<file path="src/rtl/regfile_sb.sv">
// Parametrised NRd-read / NWr-write register file with a per-register pending scoreboard.
// Optional same-cycle write-to-read bypass is enabled by defining REGFILE_BYPASS_EN.
module regfile_sb #(
  parameter int XLen    = 32,
  parameter int NReg    = 32,
  parameter int NRd     = 2,
  parameter int NWr     = 1,
  parameter int ZeroReg = 1,
  localparam int AW     = $clog2(NReg),
  localparam int CW     = $clog2(NReg + 1)
) (
  input  logic                      clk_i,
  input  logic                      rst_i,
  input  logic [NRd-1:0][AW-1:0]    ra_i,
  output logic [NRd-1:0][XLen-1:0]  rd_o,
  output logic [NRd-1:0]            rbusy_o,
  input  logic [NWr-1:0][AW-1:0]    wa_i,
  input  logic [NWr-1:0]            we_i,
  input  logic [NWr-1:0][XLen-1:0]  wd_i,
  input  logic                      rsv_valid_i,
  input  logic [AW-1:0]             rsv_addr_i,
  output logic                      rsv_ready_o,
  output logic [NReg-1:0]           busy_o,
  output logic [CW-1:0]             pend_cnt_o
);

  localparam bit ZR = (ZeroReg != 0);

  logic [NReg-1:0][XLen-1:0] regs;
  logic [NReg-1:0]           busy;
  logic [NReg-1:0]           busy_nxt;
  logic [CW-1:0]             pend_cnt;
  logic [CW-1:0]             pend_nxt;
  logic [NWr-1:0]            wr_act;
  logic                      rsv_zero;
  logic                      rsv_fire;

  // Writes to the hardwired zero register are dropped entirely, including their busy clear.
  always_comb begin
    wr_act = '0;
    for (int j = 0; j < NWr; j++) begin
      wr_act[j] = we_i[j] && !(ZR && (wa_i[j] == '0));
    end
  end

  assign rsv_zero    = ZR && (rsv_addr_i == '0);
  assign rsv_ready_o = rsv_zero ? 1'b1 : !busy[rsv_addr_i];
  assign rsv_fire    = rsv_valid_i && rsv_ready_o && !rsv_zero;

  // Clears first, then the set: a new producer reserving at the writeback edge keeps the bit.
  always_comb begin
    busy_nxt = busy;
    for (int j = 0; j < NWr; j++) begin
      if (wr_act[j]) begin
        busy_nxt[wa_i[j]] = 1'b0;
      end
    end
    if (rsv_fire) begin
      busy_nxt[rsv_addr_i] = 1'b1;
    end
  end

  always_comb begin
    pend_nxt = '0;
    for (int i = 0; i < NReg; i++) begin
      pend_nxt = pend_nxt + CW'(busy_nxt[i]);
    end
  end

  always_ff @(posedge clk_i or posedge rst_i) begin
    if (rst_i) begin
      regs     <= '0;
      busy     <= '0;
      pend_cnt <= '0;
    end else begin
      // Ascending port order: the highest-indexed port's assignment lands last and wins.
      for (int j = 0; j < NWr; j++) begin
        if (wr_act[j]) begin
          regs[wa_i[j]] <= wd_i[j];
        end
      end
      busy     <= busy_nxt;
      pend_cnt <= pend_nxt;
    end
  end

  always_comb begin
    rd_o    = '0;
    rbusy_o = '0;
    for (int k = 0; k < NRd; k++) begin
      rd_o[k]    = regs[ra_i[k]];
      rbusy_o[k] = busy[ra_i[k]];
`ifdef REGFILE_BYPASS_EN
      for (int j = 0; j < NWr; j++) begin
        if (wr_act[j] && (wa_i[j] == ra_i[k])) begin
          rd_o[k]    = wd_i[j];
          rbusy_o[k] = 1'b0;
        end
      end
`endif
      if (ZR && (ra_i[k] == '0)) begin
        rd_o[k]    = '0;
        rbusy_o[k] = 1'b0;
      end
    end
  end

  assign busy_o     = busy;
  assign pend_cnt_o = pend_cnt;

endmodule

</file>
<file path="config.mk">
export PLATFORM = sky130hd
export DESIGN_NAME = regfile_sb
export DESIGN_NICKNAME = d
export VERILOG_FILES = /design/src/rtl/regfile_sb.sv
export SDC_FILE = /design/constraint.sdc
export NUM_CORES = 2
export LEC_CHECK = 0
export BUFFER_PORTS_ARGS = -buffer_cell sky130_fd_sc_hd__buf_2
export CORE_ASPECT_RATIO = 0.8
export CORE_UTILIZATION = 63
export DETAILED_ROUTE_END_ITERATION = 12
export GPL_TIMING_DRIVEN = 1
export HOLD_SLACK_MARGIN = 0.1
export PLACE_DENSITY = 0.8
export SLEW_MARGIN = 20
export SYNTH_ARGS = -nofsm -noshare
export SYNTH_HDL_FRONTEND = slang
export SYNTH_SLANG_ARGS = --single-unit
</file>
<file path="constraint.sdc">
create_clock -name clk_i -period 45.5 [get_ports clk_i]
set_input_delay 6.825 -clock clk_i [delete_from_list [all_inputs] [get_ports clk_i]]
set_output_delay 6.825 -clock clk_i [all_outputs]
set_load 0.01 [all_outputs]
</file>
**After elaboration in Yosys (flattened, before gate mapping)**

Cells that the tools add are included.

- Bits in registers: 1062
- Output and inout port bits: 105
- Input port bits: 56
- Word-level logic and storage cells: 110

- Reductions and logical operators: 12
- Bitwise operators: 3
- Add/sub/neg operators: 31
- Order comparisons: 6
- Muxes and demuxes: 24

Operator list:

| kind | count |
|---|---|
| $bwmux W1024 | 1 |
| $bmux W32 S5 | 2 |
| $mux W32 | 7 |
| $demux W32 S5 | 1 |
| $add A6 B1 Y6 | 26 |
| $and A32 B32 Y32 | 1 |
| $not A32 Y32 | 1 |
| $or A32 B32 Y32 | 1 |
| $lt A5 B6 Y1 const B | 4 |
| $logic_not A5 Y1 | 4 |
| $bmux W1 S5 | 3 |
| $demux W1 S5 | 2 |
| $ge A5 B1 Y1 const B | 2 |
| $mux W1 | 8 |
| $add A5 B1 Y6 | 1 |
| $add A4 B1 Y5 | 1 |
| $logic_and A1 B1 Y1 | 5 |
| $add A3 B1 Y4 | 1 |
| $add A2 B1 Y3 | 1 |
| $logic_not A1 Y1 | 3 |
| $add A1 B1 Y2 | 1 |

**Logic depth before layout (Yosys ltp)**

- Depth in word-level cells: 40
- Mapped depth: 21
- Depth with buffers taken out: 19

**Least setup slack after synthesis**

No wires, ideal clock.

- Path type: input to output
- Start point: input ra_i[0] (netlist bit)
- End point: output rd_o[24] (netlist bit)
- Slack: 30324 ps
- Data arrival time: 8351 ps
- Path buffers: 3
- Data required time: 38675 ps
- Stages on the path: 7
- Path through: buf_2 -> buf_6 -> buf_2 -> mux4_2 -> a22oi_1 -> nand3_1 -> o211a_1

RTL lines:

| what | RTL line | RTL |
|---|---|---|
| from (decl) | 14 | `input logic [NRd-1:0][AW-1:0] ra_i,` |
| to (decl) | 15 | `output logic [NRd-1:0][XLen-1:0] rd_o,` |

==> flow_summary.json <==
{
  "vdd_drop_max_mv": 0.0908,
  "synth-edff-count": 0,
  "worstSetupPathType": "in2out",
  "grt.total_usage_pct": 37.3,
  "drc": 0,
  "cp_max_fo": 59,
  "mostFrequentLayoutCell": "dfrtp_1",
  "htree_levels": 3,
  "cts_setup_buffers": 0,
  "clock_path_buffers": 3,
  "ys_seq_area_share_pct": 46.2,
  "numCtsBuffers": 106,
  "syn_nets": 3801,
  "fin_crit_ns": 18.28,
  "antenna_found_initial": 16,
  "drive_gt1_share_pct": 52.5,
  "syn_inst": 3714,
  "die_w_um": 340,
  "grt_pass1_vias": 38900,
  "stdcell_count": 4920,
  "r2r_slack_ns": 39.19,
  "ys_types": 46,
  "routedWlPerCell_um": 34.4,
  "ant_nets": 0,
  "core_area_mm2": 0.0899,
  "syn_avg_cell_area_um2": 15.5,
  "placed_cell_area_mm2": 0.0586,
  "cts_hold_buffers": 0,
  "hold-path-endpoint": "regs[11]$_DFFE_PP0P_",
  "die_h_um": 272,
  "async_reset_ff_share_pct": 100,
  "place_congestion": 0.903,
  "setup_tns_ns": 0,
  "hp-start": "regs[11]$_DFFE_PP0P_",
  "drt-total-wl_um": 169000,
  "power.leakage_nw": 27.8,
  "worstReg2RegStart": "busy_o[23]$_DFF_PP0_",
  "layout_common_cells": "dfrtp_1, mux2_2, mux4_2",
  "die-area_mm2": 0.0925,
  "nFillCells": 5710,
  "finalMaxSlewViolations": 0,
  "slew_headroom_pct": 23.6,
  "fmax_ghz": 0.0547,
  "cts.sinks": 1062,
  "setup_viol": 0,
  "hp-class": "reg2reg",
  "pin_count": 161,
  "cts_resized": 0,
  "synthFlopType": "dfrtp_1",
  "status": "finished, final reports clean",
  "nets": 3715,
  "viasPerCell": 7.43,
  "start_util_pct": 64.0,
  "rsz0062_at_grt": "false",
  "drv_cap": 0,
  "cp-start-kind": "input pin",
  "area_growth_pct": 8.39,
  "ys_ff_latch": 1062,
  "dp.cells": 4717,
  "port-buffer-count": 160,
  "clock_latency_ns": 0.70,
  "fin_area_mm2": 0.0623,
  "worstPathArrival_ns": 11.46,
  "ys_warn_count": 0,
  "clkTransAtPathRegs_ns": 0.06,
  "power_mw": 3.08,
  "hold_viol": 0,
  "skew_ns": 0.0139,
  "worst_slew_pin_slew_ns": 1.15,
  "netlist_area_mm2": 0.0575,
  "core.rowCount": 98,
  "r2r-end": "pend_cnt_o[4]$_DFF_PP0_",
  "grt-ovfl-total": 0,
  "cp.required_ns": 38.67,
  "drtIter0Drc": 3940,
  "clock_tree.root_cell": "clkbuf_16",
  "vias": 36500,
  "firstDrtPassIters": 6,
  "cts_tree": "built",
  "grt_max_degree": 181,
  "place_hpwl_um": 94600,
  "post-route-period-util_pct": 40.2,
  "reg2reg_depth": 17,
  "endpoint_kind": "output port",
  "holdPathStages": 0,
  "grt_first_pass_wirelength_um": 254000,
  "p_per_area_mw_per_mm2": 49.5
}
-- critical path: stages --
cell and delay, ns:
buf_8 0.52, buf_4 0.94, buf_4 0.92, buf_4 0.76
mux4_2 0.58, mux2i_1 0.21, mux2i_1 0.11, o211a_1 0.33
buf_2 0.17
-- power by group --
group	total, mW	switching (mW)	internal [mW]
Sequential	1.28	0.149	1.14
Clock	0.909	0.385	0.524
Combinational	0.889	0.404	0.485
Total	3.08	0.938	2.14
-- per-layer routing --
| metal | up-vias | track usage, % | share of wire (%) |
|---|---|---|---|
| li1 | 14300 | - | - |
| met1 | 19700 | 50.1 | 38 |
| met2 | 2031 | 56.9 | 46 |
| met3 | 539 | 11.7 | 11 |
| met4 | 18 | 16.0 | 4.6 |
| met5 | - | 0 | 0.077 |
-- cell usage after synthesis, types with 2 or more instances --
| cell type | count | share of area [%] |
|---|---|---|
| a22o_1 | 26 | 0.40 |
| mux2_1 | 38 | 0.74 |
| a21oi_1 | 2 | 0.017 |
| buf_6 | 7 | 0.14 |
| a22oi_1 | 153 | 2.0 |
| nor2b_1 | 8 | 0.087 |
| nand3b_1 | 2 | 0.026 |
| nand3_1 | 68 | 0.59 |
| nand2b_1 | 5 | 0.054 |
| and2_0 | 2 | 0.022 |
| ha_1 | 7 | 0.15 |
| buf_4 | 28 | 0.37 |
| clkbuf_2 | 2 | 0.017 |
| dfrtp_1 | 1062 | 46 |
| mux4_2 | 535 | 21 |
| nor3_2 | 3 | 0.052 |
| or2_2 | 2 | 0.022 |
| o21ai_0 | 5 | 0.044 |
| buf_1 | 13 | 0.085 |
| buf_2 | 175 | 1.5 |
| nand2_1 | 45 | 0.29 |
| nor2_1 | 23 | 0.15 |
| nor3b_1 | 2 | 0.026 |
| inv_1 | 31 | 0.20 |
| fa_1 | 24 | 0.84 |
| mux2_2 | 954 | 19 |
| a21o_1 | 2 | 0.026 |
| nor3_1 | 3 | 0.026 |
| o211a_1 | 66 | 1.1 |
| xnor2_1 | 2 | 0.030 |
| mux2i_1 | 202 | 3.5 |
| clkbuf_1 | 203 | 1.3 |
-- kinds of logic after synthesis --
logic type,share of synthesized area [%]
AO/OA/AOI/OAI,3.68
flip-flops,46.2
multiplexers,43.9
AND/OR/NAND/NOR,1.49
XOR/XNOR,0.0457
adder cells (fa/ha/maj),0.988
buffers and inverters,3.66
-- worst max-delay path by stage --
stage	startpoint	end	slack, ns
2_1_floorplan	rst_i	busy_o[0]$_DFF_PP0_	8.78
6_report	ra_i[1]	rd_o[31]	27.22
3_5_place_dp	ra_i[1]	rd_o[31]	27.19
4_1_cts	ra_i[1]	rd_o[31]	27.20
5_1_grt	ra_i[1]	rd_o[31]	26.91
3_3_place_gp	ra_i[1]	rd_o[31]	27.19
-- state kept, by name (all words and copies together), names as in the netlist --
signal      cells
busy_o         32
pend_cnt_o      6
regs         1024
-- final cells by class --
type	count	area (um^2)	share of cell area, %
inverters	31	124	0.199
repair buffers	234	1530	2.45
diodes	7	17.5	0.0281
flip-flops and latches	1062	26600	42.6
clock buffers	150	3090	4.96
well taps	1200	1500	2.41
multi-input cells	2193	29000	46.5
clock inverters	43	507	0.813
-- per-stage QoR --
stage / hold WS, ns / setup slack (ns) / utilization, %
floorplan: 0.441 / 8.78 / -
global placement: 0.376 / 27.19 / 65.2
detailed placement: 0.384 / 27.19 / 65.2
CTS: 0.397 / 27.20 / 69.2
global route: 0.408 / 26.91 / 69.3
finish: 0.393 / 27.22 / 69.3
Power figures use the tool's default switching activity.
